`config.mk`:
```
export PLATFORM = sky130hd
export DESIGN_NAME = level_column_feeder
export DESIGN_NICKNAME = d
export VERILOG_FILES = /design/src/rtl/mario_pkg.sv /design/src/rtl/level_column_feeder.sv
export SDC_FILE = /design/constraint.sdc
export NUM_CORES = 1
export LEC_CHECK = 0
export ABC_AREA = 1
export BUFFER_PORTS_ARGS = -buffer_cell sky130_fd_sc_hd__buf_2
export CORE_MARGIN = 2
export CORE_UTILIZATION = 58
export CTS_CLUSTER_SIZE = 40
export DETAILED_ROUTE_END_ITERATION = 12
export HOLD_SLACK_MARGIN = 0.15
export MAX_ROUTING_LAYER = met4
export PLACE_DENSITY = 0.95
export SLEW_MARGIN = 20
export SYNTH_ARGS = -nofsm -noshare
export SYNTH_HDL_FRONTEND = slang
export SYNTH_SLANG_ARGS = --single-unit
```
`constraint.sdc`:
```
create_clock -name Clk -period 7.8 [get_ports Clk]
set_input_delay 0.78 -clock Clk [delete_from_list [all_inputs] [get_ports Clk]]
set_output_delay 0.78 -clock Clk [all_outputs]
set_load 0.02 [all_outputs]
```
`src/rtl/mario_pkg.sv`:
```
// Shared constants and types for the on-screen block array and its level feeder.
package mario_pkg;

  localparam int BLOCK_ID_W = 3;
  localparam int ARRAY_ROWS = 10;
  localparam int ARRAY_COLS = 10;
  localparam int COL_W      = BLOCK_ID_W * ARRAY_ROWS;
  localparam int BLOCK_PX   = 40;

  typedef enum logic [BLOCK_ID_W-1:0] {
    EMPTY    = 3'b000,
    BRICK    = 3'b001,
    QUESTION = 3'b011
  } block_id_t;

  typedef enum logic [2:0] {
    FETCH,
    WAIT,
    PUSH,
    READY,
    DONE
  } feeder_state_t;

  // Block id of row r (row 0 at the top) within a column word.
  function automatic block_id_t block_at(input logic [COL_W-1:0] col, input int row);
    return block_id_t'(col[row*BLOCK_ID_W +: BLOCK_ID_W]);
  endfunction

endpackage

```
`src/rtl/level_column_feeder.sv`:
```
// Streams level columns from the ROM into the block array: 10-column fill after reset,
// then one Shift per camera scroll. One column is always kept prefetched.
module level_column_feeder
  import mario_pkg::*;
#(
  parameter int LEVEL_COLS = 64,
  parameter int ADDR_W     = 8
) (
  input  logic              Clk,
  input  logic              Reset,
  input  logic              scroll_req,
  input  logic [COL_W-1:0]  rom_data,
  output logic [ADDR_W-1:0] rom_addr,
  output logic              Shift,
  output logic [COL_W-1:0]  new_block_id,
  output logic              busy,
  output logic              level_end,
  output logic              overrun
);

  localparam logic [ADDR_W:0] LAST_PTR = (ADDR_W + 1)'(LEVEL_COLS);
  localparam logic [3:0]      FILL_N   = 4'(ARRAY_COLS);

  feeder_state_t    state;
  logic [ADDR_W:0]  col_ptr;
  logic [3:0]       fill_cnt;
  logic             pending;
  logic [COL_W-1:0] col_buf;

  always_ff @(posedge Clk or posedge Reset) begin
    if (Reset) begin
      state        <= FETCH;
      col_ptr      <= '0;
      fill_cnt     <= '0;
      pending      <= 1'b0;
      col_buf      <= '0;
      rom_addr     <= '0;
      Shift        <= 1'b0;
      new_block_id <= '0;
      busy         <= 1'b1;
      level_end    <= 1'b0;
      overrun      <= 1'b0;
    end else begin
      Shift <= 1'b0;

      // Only one request can wait while a fetch is in progress; a second one is lost.
      if (scroll_req && (state == FETCH || state == WAIT || state == PUSH)) begin
        if (pending) overrun <= 1'b1;
        else         pending <= 1'b1;
      end

      case (state)
        FETCH: begin
          rom_addr <= col_ptr[ADDR_W-1:0];
          state    <= WAIT;
          busy     <= 1'b1;
        end
        WAIT: begin
          col_buf <= rom_data;
          col_ptr <= col_ptr + 1'b1;
          if (fill_cnt < FILL_N) begin
            state <= PUSH;
          end else begin
            state <= READY;
            busy  <= 1'b0;
          end
        end
        PUSH: begin
          Shift        <= 1'b1;
          new_block_id <= col_buf;
          fill_cnt     <= fill_cnt + 1'b1;
          state        <= FETCH;
        end
        READY: begin
          if (scroll_req || pending) begin
            Shift        <= 1'b1;
            new_block_id <= col_buf;
            // A fresh request arriving together with a serviced pending one stays queued.
            pending      <= scroll_req && pending;
            if (col_ptr == LAST_PTR) begin
              state     <= DONE;
              level_end <= 1'b1;
              busy      <= 1'b0;
            end else begin
              state <= FETCH;
              busy  <= 1'b1;
            end
          end
        end
        DONE: begin
          level_end <= 1'b1;
          busy      <= 1'b0;
        end
        default: begin
          state <= FETCH;
          busy  <= 1'b1;
        end
      endcase
    end
  end

endmodule
```
==> results_dict.tcl, run 1 <==
set metrics [dict create \
    gr-total-overflow 0 \
    pwr-share-clk 0.170 \
    hpwl_um 4430 \
    synth_top_area_share 0.609 \
    powerDensity_nw_per_um2 434 \
    regToRegStartpoint "state[2]$_DFFE_PP0P_" \
    path_buf_inv 1 \
    insertedDiodeCount 0 \
    crit_chain "buf_2" \
    synthesis.area_um2 3620 \
    cts.sinks 89 \
    grt_max_degree 90 \
    critPathSlowestCell "dfstp_2" \
    crit_family "flip-flops" \
    synthTopCellsByArea "dfrtp_1 61%, nand2_1 17%, o21ai_0 5.4%, inv_1 5.3%, xor2_1 1.7%" \
    die_w_um 83.0 \
    syn2layout_area_growth_pct 17.2 \
    core_um2 5990 \
    setup_viol 0 \
    die_y_um 83.0 \
    yosysSeqAreaShare 0.616 \
    ant_nets 0 \
    finalHoldViolations 0 \
    worstSetupStartpointType "flop" \
    slew_headroom 0.346 \
    ioPinCount 75 \
    cts_buffers 9 \
    grt_pass1_vias 2733 \
    crit_fanout 2 \
    rsz0062_at_grt "false" \
    synthArstFlopShare 1.00 \
    syn-num-nets 441 \
    final.setup.tns_ns 0 \
    vias_per_cell 4.92 \
    switching_share 0.419 \
    finalCriticalPeriod_ns 1.85 \
    fin_crit_sh 0.238 \
    critical_path_class "reg2out" \
    finClkSkew_ns 0.0125 \
    synth-xor-area-share 0.0218 \
    cts_tree "yes" \
    critPathMaxStageDelay_ns 0.56 \
    muxShareOfSynthArea 0 \
    holdPathStages 1 \
    die_area_um2 6880 \
    clkTransAtPathRegs_ns 0.09 \
    drive_gt1_frac 0.202 \
    clock_latency_ns 0.36 \
    place_area_um2 4010 \
    grt_pass1_wl_um 12000 \
    setup.worst_path.end_class "primary output" \
    ctsHoldBuffers 0 \
    intPower_mw 1.07 \
    ir_worst_vdd_mv 0.238 \
    synth_edf_count 0 \
    yosys.area_share.simple 0.206 \
    wirelength_um 7000 \
    hp-start "overrun$_DFFE_PP0P_" \
    worst_slew_pin_slew_ns 0.980 \
    max_freq_ghz 0.539 \
    crit_cells 1 \
    synth_ff_type "dfrtp_1" \
    grtUsageTotal 0.222 \
    start_util 0.604 \
    worst_ep_arrival_time_ns 1.07 \
    outcome "completed" \
    combPwrFrac 0.397 \
    synth-seq-cells 89 \
    routedWlPerCell_um 12.5 \
    power.switching_mw 0.770 \
    synth_top_family_by_area "simple AND/OR/NAND/NOR gates" \
    seqPwrFrac 0.433 \
    cts.path.max_buffers 2 \
    critPathRequiredTime_ns 7.02 \
    ctsResizeCount 0 \
    drt_iter0_markers 200 \
    maxCapViolations 0 \
    synth.avg_cell_area_um2 8.93 \
    htree_levels 3 \
    ff2ff_path_depth 5 \
    synth_compound_area_frac 0.0689 \
    vias 2752 \
    first_pass_iters 4 \
    place_congestion 0.777 \
    netlist_top_cells_count "167 x nand2_1, 88 x dfrtp_1, 51 x inv_1" \
    stdcell_area_um2 4240 \
    cts_setup_buffers 0 \
    synth-adder-area-share 0.0104 \
    leakage_nw 2.30 \
    ys_types 22 \
    drc 0 \
    min_path_type "reg2reg" \
    synthCells 405 \
    fin_nets 515 \
    yosys.area.top_type "dfrtp_1" \
    antenna_found_initial 0 \
    ctsRootBufferMaster "clkbuf_8" \
    startpoint "busy$_DFFE_PP1P_" \
    io_buffers 74 \
    rows 28 \
    finalMaxSlewViolations 0 \
    yosysMostFrequentCell "nand2_1" \
    ys_warn_count 0 \
]
metal layers:
layer  track usage  routed length [µm]
met1         0.278                3070
met2         0.350                3390
met3        0.0398                 341
met4         0.116                 206
met5             -                   0
layout by cell type (no fill, tap or decap), types with 3 or more instances in the layout:
cell type | Yosys | final
o21ai_0 | 39 | 39
dfrtp_1 | 88 | 88
ha_1 | 3 | 3
nand2_1 | 167 | 167
clkinv_2 | 0 | 3
nand3_1 | 7 | 7
o21ai_1 | 6 | 6
buf_2 | 5 | 74
xor2_1 | 7 | 7
inv_1 | 51 | 50
nor2_2 | 3 | 3
nor2_1 | 13 | 13
clkbuf_8 | 0 | 10
layout make-up:
type | instances | area [µm²]
clock buffer | 11 | 141
clock inverter | 5 | 55.1
fill | 464 | 1750
inverter | 51 | 193
multi-input combinational | 251 | 1110
sequential | 89 | 2230
tap | 75 | 93.8
timing repair buffer | 77 | 417
stage by stage:
stage | std cells | power [mW] | util | hold slack [ns] | worst slack (ns)
final | 559 | 1.84 | 0.707 | 0.472 | 5.95
after global routing | 559 | 1.99 | 0.707 | 0.484 | 5.75
after CTS | 558 | 1.83 | 0.702 | 0.478 | 5.73
after detailed placement | 542 | 1.51 | 0.669 | 0.457 | 5.48
after global placement | 542 | 1.46 | 0.669 | 0.454 | 5.61
after floorplan | 405 | 1.32 | - | 0.449 | 4.71
power by group through the flow:
| stage | combinational [mW] | sequential, mW | clock (mW) |
|---|---|---|---|
| after floorplan | 0.432 | 0.887 | 0 |
| after global placement | 0.673 | 0.789 | 0 |
| after detailed placement | 0.710 | 0.799 | 0 |
| after CTS | 0.719 | 0.795 | 0.317 |
| after global routing | 0.831 | 0.822 | 0.339 |
| final | 0.730 | 0.797 | 0.313 |
path summary, 6_finish.rpt:
check                                               endpoint  slack, ns
worst max-delay path                                    busy       5.95
worst max register to register        col_buf[5]$_DFFE_PP0N_       5.95
worst min register to register           overrun$_DFFE_PP0P_       0.47
min in group asynchronous            col_buf[17]$_DFFE_PP0N_       0.62
max in group asynchronous       new_block_id[13]$_DFFE_PP0P_       6.65
worst min-delay path                     overrun$_DFFE_PP0P_       0.47
flip-flops by register name, summed over array words and instances, names as in the netlist, 3 cells and up:
name / flops
col_buf: 30
col_ptr: 9
fill_cnt: 4
new_block_id: 30
rom_addr: 8
state: 3
kinds of logic (layout without fill, tap and decap cells):
logic type / Yosys count / in the layout
AO/OA/AOI/OAI: 47 / 47
XOR/XNOR: 9 / 9
adder cells (fa/ha/maj): 3 / 3
buffers and inverters: 65 / 144
flip-flops: 89 / 89
AND/OR/NAND/NOR: 192 / 192
(Power assumes the default switching activity.)
==> run 2, diff against run 1 <==
- ABC_AREA: 1 -> 0
- CORE_UTILIZATION: 58 -> 54
- PLACE_DENSITY: 0.95 -> 0.9
- clock period: 7.8 -> 1.75 ns (I/O delays scaled with it)
==> run 2 against run 1 <==
Clock-buffer cell count shrank 2. Clock power rose to 4.6 times the previous value. First-iteration DRC count shrank 60%. Largest power group unchanged. Critical endpoint is now col_buf[28]$_DFFE_PP0N_.
==> results_dict.tcl, run 2 <==
set metrics [dict create \
    outcome "completed" \
    hpwl_um 4240 \
    io_buffers 74 \
    top_regs "col_buf: 30 flops, new_block_id: 30 flops, col_ptr: 9 flops" \
    grtUsageTotal 0.205 \
    pre_cts_slack_ns 0.196 \
    insertedDiodeCount 0 \
    leakage_nw 2.10 \
    crit_chain "nor3b_4 > buf_12 > mux2_2" \
    min_path_type "in2async" \
    yosysSeqAreaShare 0.624 \
    rows 29 \
    rsz0062_at_grt "false" \
    ioPinCount 75 \
    grt_pass1_wl_um 11300 \
    cts.sinks 89 \
    routedWlPerCell_um 15.8 \
    ys_warn_count 0 \
    synthTopCellsByArea "dfrtp_1 62%, mux2_2 21%, buf_6 2.5%, xnor2_1 2.2%, ha_1 1.1%" \
    critPathSlowestCell "dfrtp_1" \
    synth_ff_type "dfrtp_1" \
    syn-num-nets 266 \
    ctsResizeCount 0 \
    synth_top_area_share 0.617 \
    drt_iter0_markers 80 \
    clock_latency_ns 0.35 \
    htree_levels 3 \
    synthArstFlopShare 1.00 \
    synthCells 230 \
    cts_setup_buffers 0 \
    ir_worst_vdd_mv 1.19 \
    finalMaxSlewViolations 0 \
    setup_viol 0 \
    netlist_top_cells_count "88 x dfrtp_1, 68 x mux2_2, 9 x xnor2_1" \
    gr-total-overflow 0 \
    finalWorstSetupSlack_ns 0.192 \
    worstSetupStartpointType "flop" \
    fin_crit_sh 0.890 \
    finClkSkew_ns 0.00946 \
    antenna_found_initial 0 \
    cts_tree "yes" \
    wirelength_um 6720 \
    synth_edf_count 0 \
    finalCriticalPeriod_ns 1.56 \
    core_um2 6390 \
    slew_headroom 0.586 \
    worst_ep_arrival_time_ns 1.79 \
    ctsRootBufferMaster "clkbuf_8" \
    powerDensity_nw_per_um2 1840 \
    start_util 0.559 \
    crit_fanout 36 \
    crit_family "flip-flops" \
    vias_per_cell 5.21 \
    drc 0 \
    synth-seq-cells 89 \
    final_common_cell "dfrtp_1" \
    critPathRequiredTime_ns 1.98 \
    max_freq_ghz 0.642 \
    die_w_um 85.3 \
    worst_slew_pin_slew_ns 0.619 \
    drive_gt1_frac 0.507 \
    clkTransAtPathRegs_ns 0.09 \
    yosys.area.top_type "dfrtp_1" \
    critPathMaxStageDelay_ns 0.53 \
    synth.avg_cell_area_um2 15.5 \
    cts_buffers 9 \
    place_congestion 0.794 \
    die_area_um2 7270 \
    syn2layout_area_growth_pct 28.4 \
    synthesis.area_um2 3570 \
    mostFrequentLayoutCells "88 x dfrtp_1, 74 x buf_2, 68 x mux2_2, 32 x dlygate4sd3_1" \
    cts.path.max_buffers 2 \
    grt_pass1_vias 2361 \
    ys_types 31 \
    ant_nets 0 \
    setup.worst_path.end_class "flop" \
    vias 2220 \
    final.setup.tns_ns 0 \
    fin_nets 380 \
    die_y_um 85.3 \
    path_buf_inv 1 \
    first_pass_iters 4 \
    maxCapViolations 0 \
    finalHoldViolations 0 \
    critical_path_class "reg2reg" \
    yosysMostFrequentCell "dfrtp_1" \
    grt_max_degree 37 \
]
-- run 2: changes by cell type in the layout (fill, tap and decap cells not counted), sizes merged, moves of 3 or more --
cell and delta:
nor2b +3, buf +4, xnor2 +7, dlygate4sd3 +32, nor2 -13, nand3 -3, xor2 -4, o21ai -41
inv -44, mux2 +69, a21oi +3, nand2 -162
-- run 2: metrics by stage --
stage          hold WS (ns)  utilization  total power [mW]  instances  area (µm²)
2_1_floorplan         0.306            -              6.06        230        3570
3_3_place_gp          0.268        0.635              6.80        378        4060
3_5_place_dp          0.282        0.635              6.98        378        4060
4_1_cts               0.438        0.718              8.51        426        4580
5_1_grt               0.488        0.718              8.97        426        4580
6_report              0.475        0.718              8.43        426        4580
-- run 2: worst paths after layout --
check	startpoint	end	slack, ns	cells after the start
worst max-delay path	state[0]$_DFFE_PP0P_	col_buf[28]$_DFFE_PP0N_	0.19	3
worst min-delay path	Reset	col_buf[27]$_DFFE_PP0N_	0.47	3
worst max register to register	state[0]$_DFFE_PP0P_	col_buf[28]$_DFFE_PP0N_	0.19	3
worst min register to register	fill_cnt[3]$_DFFE_PP0N_	fill_cnt[3]$_DFFE_PP0N_	0.48	1
max in group asynchronous	Reset	busy$_DFFE_PP1P_	0.65	4
min in group Clk	fill_cnt[3]$_DFFE_PP0N_	fill_cnt[3]$_DFFE_PP0N_	0.48	1
-- run 2: cell families after synthesis --
group,Yosys count,share of synthesized area
buffers and inverters,13,0.0312
adder cells (fa/ha/maj),3,0.0105
flip-flops,89,0.624
multiplexers,69,0.218
AO/OA/AOI/OAI,14,0.0270
XOR/XNOR,12,0.0295
AND/OR/NAND/NOR,30,0.0596
-- run 2: final cells by class --
| type | instances | area (µm²) |
|---|---|---|
| sequential | 89 | 2230 |
| fill | 423 | 1800 |
| multi-input combinational | 128 | 1240 |
| timing repair buffer | 113 | 793 |
| clock buffer | 9 | 124 |
| tap | 77 | 96.3 |
| clock inverter | 7 | 83.8 |
| inverter | 3 | 15.0 |
-- run 2: worst reg2reg max path: stages (launching register included) --
cell	delay (ns)
dfrtp_1	0.53
nor3b_4	0.28
buf_12	0.26
mux2_2	0.38
-- run 2: timing repair --
item / 4_1_cts / 5_1_grt
setup endpoints to repair: 0 / 0
hold buffers: 32 / 0
endpoints found under the hold margin: 55 / 0
-- run 2: where the power goes --
group | internal, mW | switching (mW) | total (mW)
sequential | 3.02 | 0.566 | 3.59
combinational | 1.73 | 1.68 | 3.40
clock | 0.687 | 0.757 | 1.44
total | 5.44 | 3.00 | 8.43
-- run 2: routing by layer --
| metal | track usage | up-vias | share of wire |
|---|---|---|---|
| li1 | - | 1046 | - |
| met4 | 0.0534 | 0 | 0.0051 |
| met3 | 0.0525 | 3 | 0.049 |
| met5 | - | - | 0 |
| met2 | 0.326 | 65 | 0.50 |
| met1 | 0.266 | 1106 | 0.44 |
